===== src/rtl/packing_stream_if.sv =====
`default_nettype none
// ============================================================================
//  Module      : packing_stream_if
//  Description : Stream bundle for the serial-to-parallel packer. Carries the
//                narrow input stream (data_i/valid_i/last_i/ready_o) and the
//                wide packed output stream (data_o/valid_o/last_o/count_o/
//                ready_i).
//                slave  : packer side (consumes samples, produces words)
//                master : environment side (produces samples, consumes words)
//                Optional macro PACKING_STREAM_SHORT_ERR_EN adds short_err_o.
//  Revision    : 1.0 - initial release
// ============================================================================
interface packing_stream_if #(
    parameter int I_BW   = 8,
    parameter int N_ELEM = 13
);
    localparam int O_BW   = I_BW * N_ELEM;
    localparam int CNT_BW = $clog2(N_ELEM + 1);

    // Samples are signed but packed bit-for-bit, so no arithmetic is applied.
    logic [I_BW-1:0]   data_i;
    logic              valid_i;
    logic              last_i;
    logic              ready_o;
    logic [O_BW-1:0]   data_o;
    logic              valid_o;
    logic              last_o;
    logic [CNT_BW-1:0] count_o;
    logic              ready_i;
`ifdef PACKING_STREAM_SHORT_ERR_EN
    logic              short_err_o;
`endif

    modport slave (
        input  data_i, valid_i, last_i, ready_i,
        output ready_o, data_o, valid_o, last_o, count_o
`ifdef PACKING_STREAM_SHORT_ERR_EN
        , output short_err_o
`endif
    );

    modport master (
        output data_i, valid_i, last_i, ready_i,
        input  ready_o, data_o, valid_o, last_o, count_o
`ifdef PACKING_STREAM_SHORT_ERR_EN
        , input short_err_o
`endif
    );
endinterface
`default_nettype wire


===== src/rtl/packing_stream.sv =====
`default_nettype none
// ============================================================================
//  Module      : packing_stream
//  Description : Collects N_ELEM samples of I_BW bits from a valid/ready
//                stream and emits them as one N_ELEM*I_BW-bit word. A frame
//                may end early on last_i; unwritten slots are zero padded.
//                MSB_FIRST=1 puts the first sample in the top bits.
//  Ports       : clk_i    - clock, rising edge
//                rst_n_i  - synchronous active-low reset
//                en_i     - enable, low acts as synchronous clear
//                s        - packing_stream_if.slave stream bundle
//  Options     : PACKING_STREAM_SHORT_ERR_EN adds s.short_err_o, set for a
//                word closed by last_i with fewer than N_ELEM samples.
//  Revision    : 1.0 - initial release
// ============================================================================
module packing_stream #(
    parameter int I_BW      = 8,
    parameter int N_ELEM    = 13,
    parameter int MSB_FIRST = 1
) (
    input  wire logic          clk_i,
    input  wire logic          rst_n_i,
    input  wire logic          en_i,
    packing_stream_if.slave    s
);
    localparam int O_BW   = I_BW * N_ELEM;
    localparam int CNT_BW = $clog2(N_ELEM + 1);
    localparam logic [CNT_BW-1:0] C_LAST_SLOT = CNT_BW'(N_ELEM - 1);

    logic [CNT_BW-1:0] r_cnt;
    logic [O_BW-1:0]   r_slots;
    logic [O_BW-1:0]   r_data;
    logic              r_valid;
    logic              r_last;
    logic [CNT_BW-1:0] r_count;
    logic              r_short;

    logic              w_ready;
    logic              w_accept;
    logic              w_complete;
    logic [O_BW-1:0]   w_merged;

    // Output stage is free when empty or being drained this cycle. Reset is
    // folded in so the input is never offered while the block is cleared.
    assign w_ready    = en_i & rst_n_i & (~r_valid | s.ready_i);
    assign w_accept   = s.valid_i & w_ready;
    assign w_complete = (r_cnt == C_LAST_SLOT) | s.last_i;

    // Assembly contents with the current sample dropped into slot r_cnt.
    // Completed words load from here, so the closing sample needs no extra
    // cycle in the assembly register.
    generate
        if (MSB_FIRST != 0) begin : g_msb_first
            always_comb begin
                w_merged = r_slots;
                for (int k = 0; k < N_ELEM; k++) begin
                    if (r_cnt == CNT_BW'(k)) begin
                        w_merged[O_BW-1-k*I_BW -: I_BW] = s.data_i;
                    end
                end
            end
        end else begin : g_lsb_first
            always_comb begin
                w_merged = r_slots;
                for (int k = 0; k < N_ELEM; k++) begin
                    if (r_cnt == CNT_BW'(k)) begin
                        w_merged[k*I_BW +: I_BW] = s.data_i;
                    end
                end
            end
        end
    endgenerate

    always_ff @(posedge clk_i) begin
        if (!rst_n_i || !en_i) begin
            r_cnt   <= '0;
            r_slots <= '0;
            r_data  <= '0;
            r_valid <= 1'b0;
            r_last  <= 1'b0;
            r_count <= '0;
            r_short <= 1'b0;
        end else begin
            if (w_accept) begin
                if (w_complete) begin
                    r_cnt   <= '0;
                    r_slots <= '0;
                end else begin
                    r_cnt   <= r_cnt + CNT_BW'(1);
                    r_slots <= w_merged;
                end
            end

            // A completing beat overrides the drain, so a simultaneous
            // transfer and completion keeps valid high with the new word.
            if (w_accept && w_complete) begin
                r_data  <= w_merged;
                r_valid <= 1'b1;
                r_last  <= s.last_i;
                r_count <= r_cnt + CNT_BW'(1);
                r_short <= s.last_i & (r_cnt != C_LAST_SLOT);
            end else if (s.ready_i) begin
                r_valid <= 1'b0;
            end
        end
    end

    assign s.ready_o = w_ready;
    assign s.data_o  = r_data;
    assign s.valid_o = r_valid;
    assign s.last_o  = r_last;
    assign s.count_o = r_count;
`ifdef PACKING_STREAM_SHORT_ERR_EN
    assign s.short_err_o = r_short;
`else
    logic w_unused;
    assign w_unused = r_short;
`endif
endmodule
`default_nettype wire


===== src/flat_wrapper.sv =====
// flat-port wrapper written by rule: the top's interface ports become plain ports
module packing_stream_flat 
#(
    parameter int I_BW      = 8,
    parameter int N_ELEM    = 13,
    parameter int MSB_FIRST = 1
)
  (clk_i, rst_n_i, en_i, s_data_i, s_valid_i, s_last_i, s_ready_i, s_ready_o, s_data_o, s_valid_o, s_last_o, s_count_o);
  packing_stream_if #(.I_BW(I_BW), .N_ELEM(N_ELEM)) s_i ();
  input  wire logic clk_i;
  input  wire logic rst_n_i;
  input  wire logic en_i;
  input wire logic [$bits(s_i.data_i)-1:0] s_data_i;
  input wire logic [$bits(s_i.valid_i)-1:0] s_valid_i;
  input wire logic [$bits(s_i.last_i)-1:0] s_last_i;
  input wire logic [$bits(s_i.ready_i)-1:0] s_ready_i;
  output wire logic [$bits(s_i.ready_o)-1:0] s_ready_o;
  output wire logic [$bits(s_i.data_o)-1:0] s_data_o;
  output wire logic [$bits(s_i.valid_o)-1:0] s_valid_o;
  output wire logic [$bits(s_i.last_o)-1:0] s_last_o;
  output wire logic [$bits(s_i.count_o)-1:0] s_count_o;
  assign s_i.data_i = s_data_i;
  assign s_i.valid_i = s_valid_i;
  assign s_i.last_i = s_last_i;
  assign s_i.ready_i = s_ready_i;
  assign s_ready_o = s_i.ready_o;
  assign s_data_o = s_i.data_o;
  assign s_valid_o = s_i.valid_o;
  assign s_last_o = s_i.last_o;
  assign s_count_o = s_i.count_o;
  packing_stream #(.I_BW(I_BW), .N_ELEM(N_ELEM), .MSB_FIRST(MSB_FIRST)) u_core (.clk_i(clk_i), .rst_n_i(rst_n_i), .en_i(en_i), .s(s_i));
endmodule

===== config.mk =====
export PLATFORM = sky130hd
export DESIGN_NAME = packing_stream_flat
export DESIGN_NICKNAME = d
export VERILOG_FILES = /design/src/rtl/packing_stream_if.sv /design/src/rtl/packing_stream.sv /design/src/flat_wrapper.sv
export SDC_FILE = /design/constraint.sdc
export NUM_CORES = 1
export LEC_CHECK = 0
export ABC_AREA = 1
export BUFFER_PORTS_ARGS = -buffer_cell sky130_fd_sc_hd__buf_2
export CAP_MARGIN = 20
export CORE_UTILIZATION = 40
export CTS_CLUSTER_SIZE = 40
export DETAILED_ROUTE_END_ITERATION = 10
export HOLD_SLACK_MARGIN = 0.03
export RECOVER_POWER = 25
export SLEW_MARGIN = 20
export SYNTH_ARGS = -nofsm -noshare
export SYNTH_HDL_FRONTEND = slang
export SYNTH_SLANG_ARGS = --single-unit

===== constraint.sdc =====
create_clock -name clk_i -period 1.85 [get_ports clk_i]
set_input_delay 0.2775 -clock clk_i [delete_from_list [all_inputs] [get_ports clk_i]]
set_output_delay 0.2775 -clock clk_i [all_outputs]
set_load 0.02 [all_outputs]

==> reports/summary.log <==
qor: die.die_area 27840 um2
qor: synth.synth_mux_area_share 0%
qor: synth.ys_seq_area_share 40.15%
qor: worst_setup_path.critPathKind register to primary output
qor: timing.timing.fmax 581.0 MHz
qor: synth.ys_ff_latch 218
qor: timing.maxSlewViolCount 0
qor: timing.final_hold_viol_count 0
qor: timing.timing.clock.skew 0.008346 ns
qor: layout.final.fill_count 2761
qor: detailed_routing.drtAntennaViolNets 0
qor: timing.whs 0.08476 ns
qor: detailed_routing.drc 0
qor: power.power.density_cell_area 813.4 nW/um2
qor: timing.timing.final.setup_violations 0
qor: clock_network.clock_insertion_delay_worst_skew 0.53 ns
qor: clock_network.clk_root_buffer_cell clkbuf_16
qor: detailed_routing.num_vias 11000
qor: global_route.grt_first_pass_wirelength 49930 um
qor: clock_network.clockBufferDepth 3
qor: die.start_util 41.25%
qor: timing.final_period_minus_worst_setup_slack 1.721 ns
qor: clock_network.cts_made_buffers 25
qor: worst_setup_path.timing.critical_path.fanout_max 3
qor: outcome.run_status finished clean
qor: layout.insertedDiodeCount 0
qor: synth.post_synth_edffs 0
qor: synth.synthAdderAreaFrac 0.4604%
qor: layout.area_delta_synth_final 18.76%
qor: worst_setup_path.cp-start-kind register
qor: placement.detailed_place_hpwl 18980 um
qor: layout.final_nets 1896
qor: detailed_routing.drt-vias-per-instance 4.931
qor: detailed_routing.drt_iter0_markers 1033
qor: synth.synth_area 10870 um2
qor: die.design.portCount 125
qor: detailed_routing.drt_first_pass_iters 6
qor: clock_network.tritoncts yes
qor: min_path.worstHoldPathType input port to register
qor: synth.yosysWarningCount 0
qor: clock_network.clkSlewWorstSetupHoldPaths 0.06 ns
qor: detailed_routing.routed_wl 31170 um
qor: synth.synth-compound-area-share 8.057%
qor: die.die_width 166.9 um
qor: flow_run.count_of_max_cap_constraint_violations 0
qor: clock_network.cts_num_sinks 218
qor: synth.synth.top_cells.by_count 761 x nand2_1, 227 x nor2_1, 218 x dfxtp_1
qor: synth.ys_async_sr_fraction 0%
qor: power.p_total 10.50 mW
qor: timing.slew_headroom 60.62%
qor: die.placeable_core_region 26350 um2
qor: synth.yosys.cell_types.count 21
qor: global_route.grt_use_met1 29.52%
qor: synth.synth_nets 1810
qor: synth.syn_avg_cell_area 6.066 um2
qor: synth.top_cell_type_s_share_of_synthesized_area 40.15%
qor: timing.post-route-period-util 93.04%
qor: global_route.grtUsageMet2 36.00%
qor: synth.synth_simple_gate_area_share 41.22%
qor: synth.synthesis.instances 1792
qor: global_route.met3_use_gr 2.281%
qor: layout.final_core_occ 48.99%
qor: synth.synth_area_leaders dfxtp_1 40%, nand2_1 26%, nor2_1 7.8%, nand3_1 6.4%, a21oi_1 4.7%
qor: placement.io_buffer_count 124
qor: synth.synthFlopType dfxtp_1
qor: global_route.first_global_vias 9940
qor: die.std_cell_rows 59
qor: power.static_leakage 5.462 nW
qor: global_route.grt.busiest_layer met2
qor: layout.layout-drive-gt1-share 9.024%
qor: global_route.grt_antenna_before_repair 0
qor: detailed_routing.routedWlPerCell 13.98 um
qor: synth.most_used_standard_cell_by_instance_count_after_synthesis nand2_1
qor: die.die_h 166.9 um
qor: worst_setup_path.critical_path.endpoint_type primary output
qor: worst_setup_path.cp.arrival 1.44 ns
qor: synth.synthDominantAreaCellType dfxtp_1
qor: timing.max_slew.worst_pin.slew 0.5908 ns
qor: global_route.grt_max_degree 118
qor: placement.weighted_congestion_reported_at_the_end_of_routability_driven_placement 0.7974
qor: global_route.grt.total_usage 21.67%
qor: worst_setup_path.required_time_at_the_worst_slack_endpoint 1.57 ns
qor: synth.synth_xor_area_share 0%
qor: global_route.global_route.overflow_total 0
qor: power.ir_worst_vdd 0.0005569 V
qor: timing.rsz0062_at_grt false
qor: timing.totalNegativeSetupSlack 0 ns
qor: clock_network.clock_tree.htree_level_count 1
qor: synth.largest_family_of_logic_cells_by_synthesized_area simple AND/OR/NAND/NOR gates
## sequential cells by signal (all words and copies together), names as in the netlist
signal and count:
u_core.s.data_o 104, u_core.s.count_o 4, u_core.s.valid_o 1, u_core.r_slots 104, u_core.r_cnt 4, u_core.s.last_o 1
## cells by family after synthesis
group | Yosys count
AO/OA/AOI/OAI | 175
adder cells (fa/ha/maj) | 4
buffers and inverters | 259
flip-flops | 218
AND/OR/NAND/NOR | 1136
## critical path, cell delays in order (launching register included)
cell and delay [ns]:
dfxtp_1 0.32, a21oi_1 0.35, buf_2 0.24
## repair_timing
item	in CTS	in global routing
resized for setup	0	13
buffers inserted	0	1
setup endpoints to repair	0	91
hold buffers	1	0
endpoints found under the hold margin	1	0
## cell type report
type	instances	area [um2]	area share (%)
Sequential cell	218	4367	33.82
Tap cell	335	419.2	3.247
Inverter	123	462.9	3.586
Clock inverter	10	131.4	1.018
Multi-Input combinational cell	1315	5449	42.21
Clock buffer	34	709.4	5.495
Timing Repair Buffer	195	1371	10.62
## through the flow
step           instance area (um2)  instances  setup slack (ns)
2_1_floorplan                10870       1792            0.1680
3_3_place_gp                 12030       2181           0.06333
3_5_place_dp                 12030       2181           0.04163
4_1_cts                      12880       2226           0.02011
5_1_grt                      12910       2230          0.005883
6_report                     12910       2230            0.1287
## layer usage
layer / vias up / routed length, um
met5: - / 0
met3: 54 / 1882
met1: 4982 / 14180
met4: 0 / 677
li1: 5663 / -
met2: 298 / 14430
## placed cells by master (no fill, tap or decap), types with 2 or more instances in the layout
cell | synthesis | layout
bufinv_16 | 0 | 3
dfxtp_2 | 0 | 2
clkinv_2 | 0 | 6
o21ai_1 | 10 | 11
nor2_1 | 227 | 226
nor2_4 | 1 | 3
nand2_1 | 761 | 760
buf_12 | 0 | 18
buf_2 | 45 | 43
clkbuf_1 | 60 | 85
a21oi_1 | 102 | 102
inv_2 | 3 | 3
clkbuf_8 | 0 | 5
nand3_1 | 139 | 139
clkbuf_16 | 0 | 28
buf_6 | 0 | 3
o21ai_0 | 63 | 62
inv_1 | 120 | 119
nand3_4 | 1 | 2
nor2_2 | 3 | 2
buf_4 | 19 | 44
ha_1 | 4 | 2
dfxtp_1 | 218 | 216
## where the power goes
| group | switching, mW | internal [mW] | leakage [nW] |
|---|---|---|---|
| sequential | 0.0182 | 4.73 | 1.76 |
| clock | 2.02 | 3.09 | 0.415 |
| combinational | 0.463 | 0.176 | 3.29 |
| total | 2.50 | 8.00 | 5.46 |
## path summary, 6_finish.rpt
kind	from	endpoint	slack [ns]	cells after the start
worst min register to register	u_core.r_slots[5]	u_core.r_slots[5]	0.44	2
worst max-delay path	u_core.s.valid_o	s_ready_o	0.13	2
worst max register to register	u_core.r_cnt[1]	u_core.s.data_o[21]	0.14	8
worst min-delay path	s_valid_i	u_core.s.last_o	0.08	3
Power figures use the tool's default switching activity.
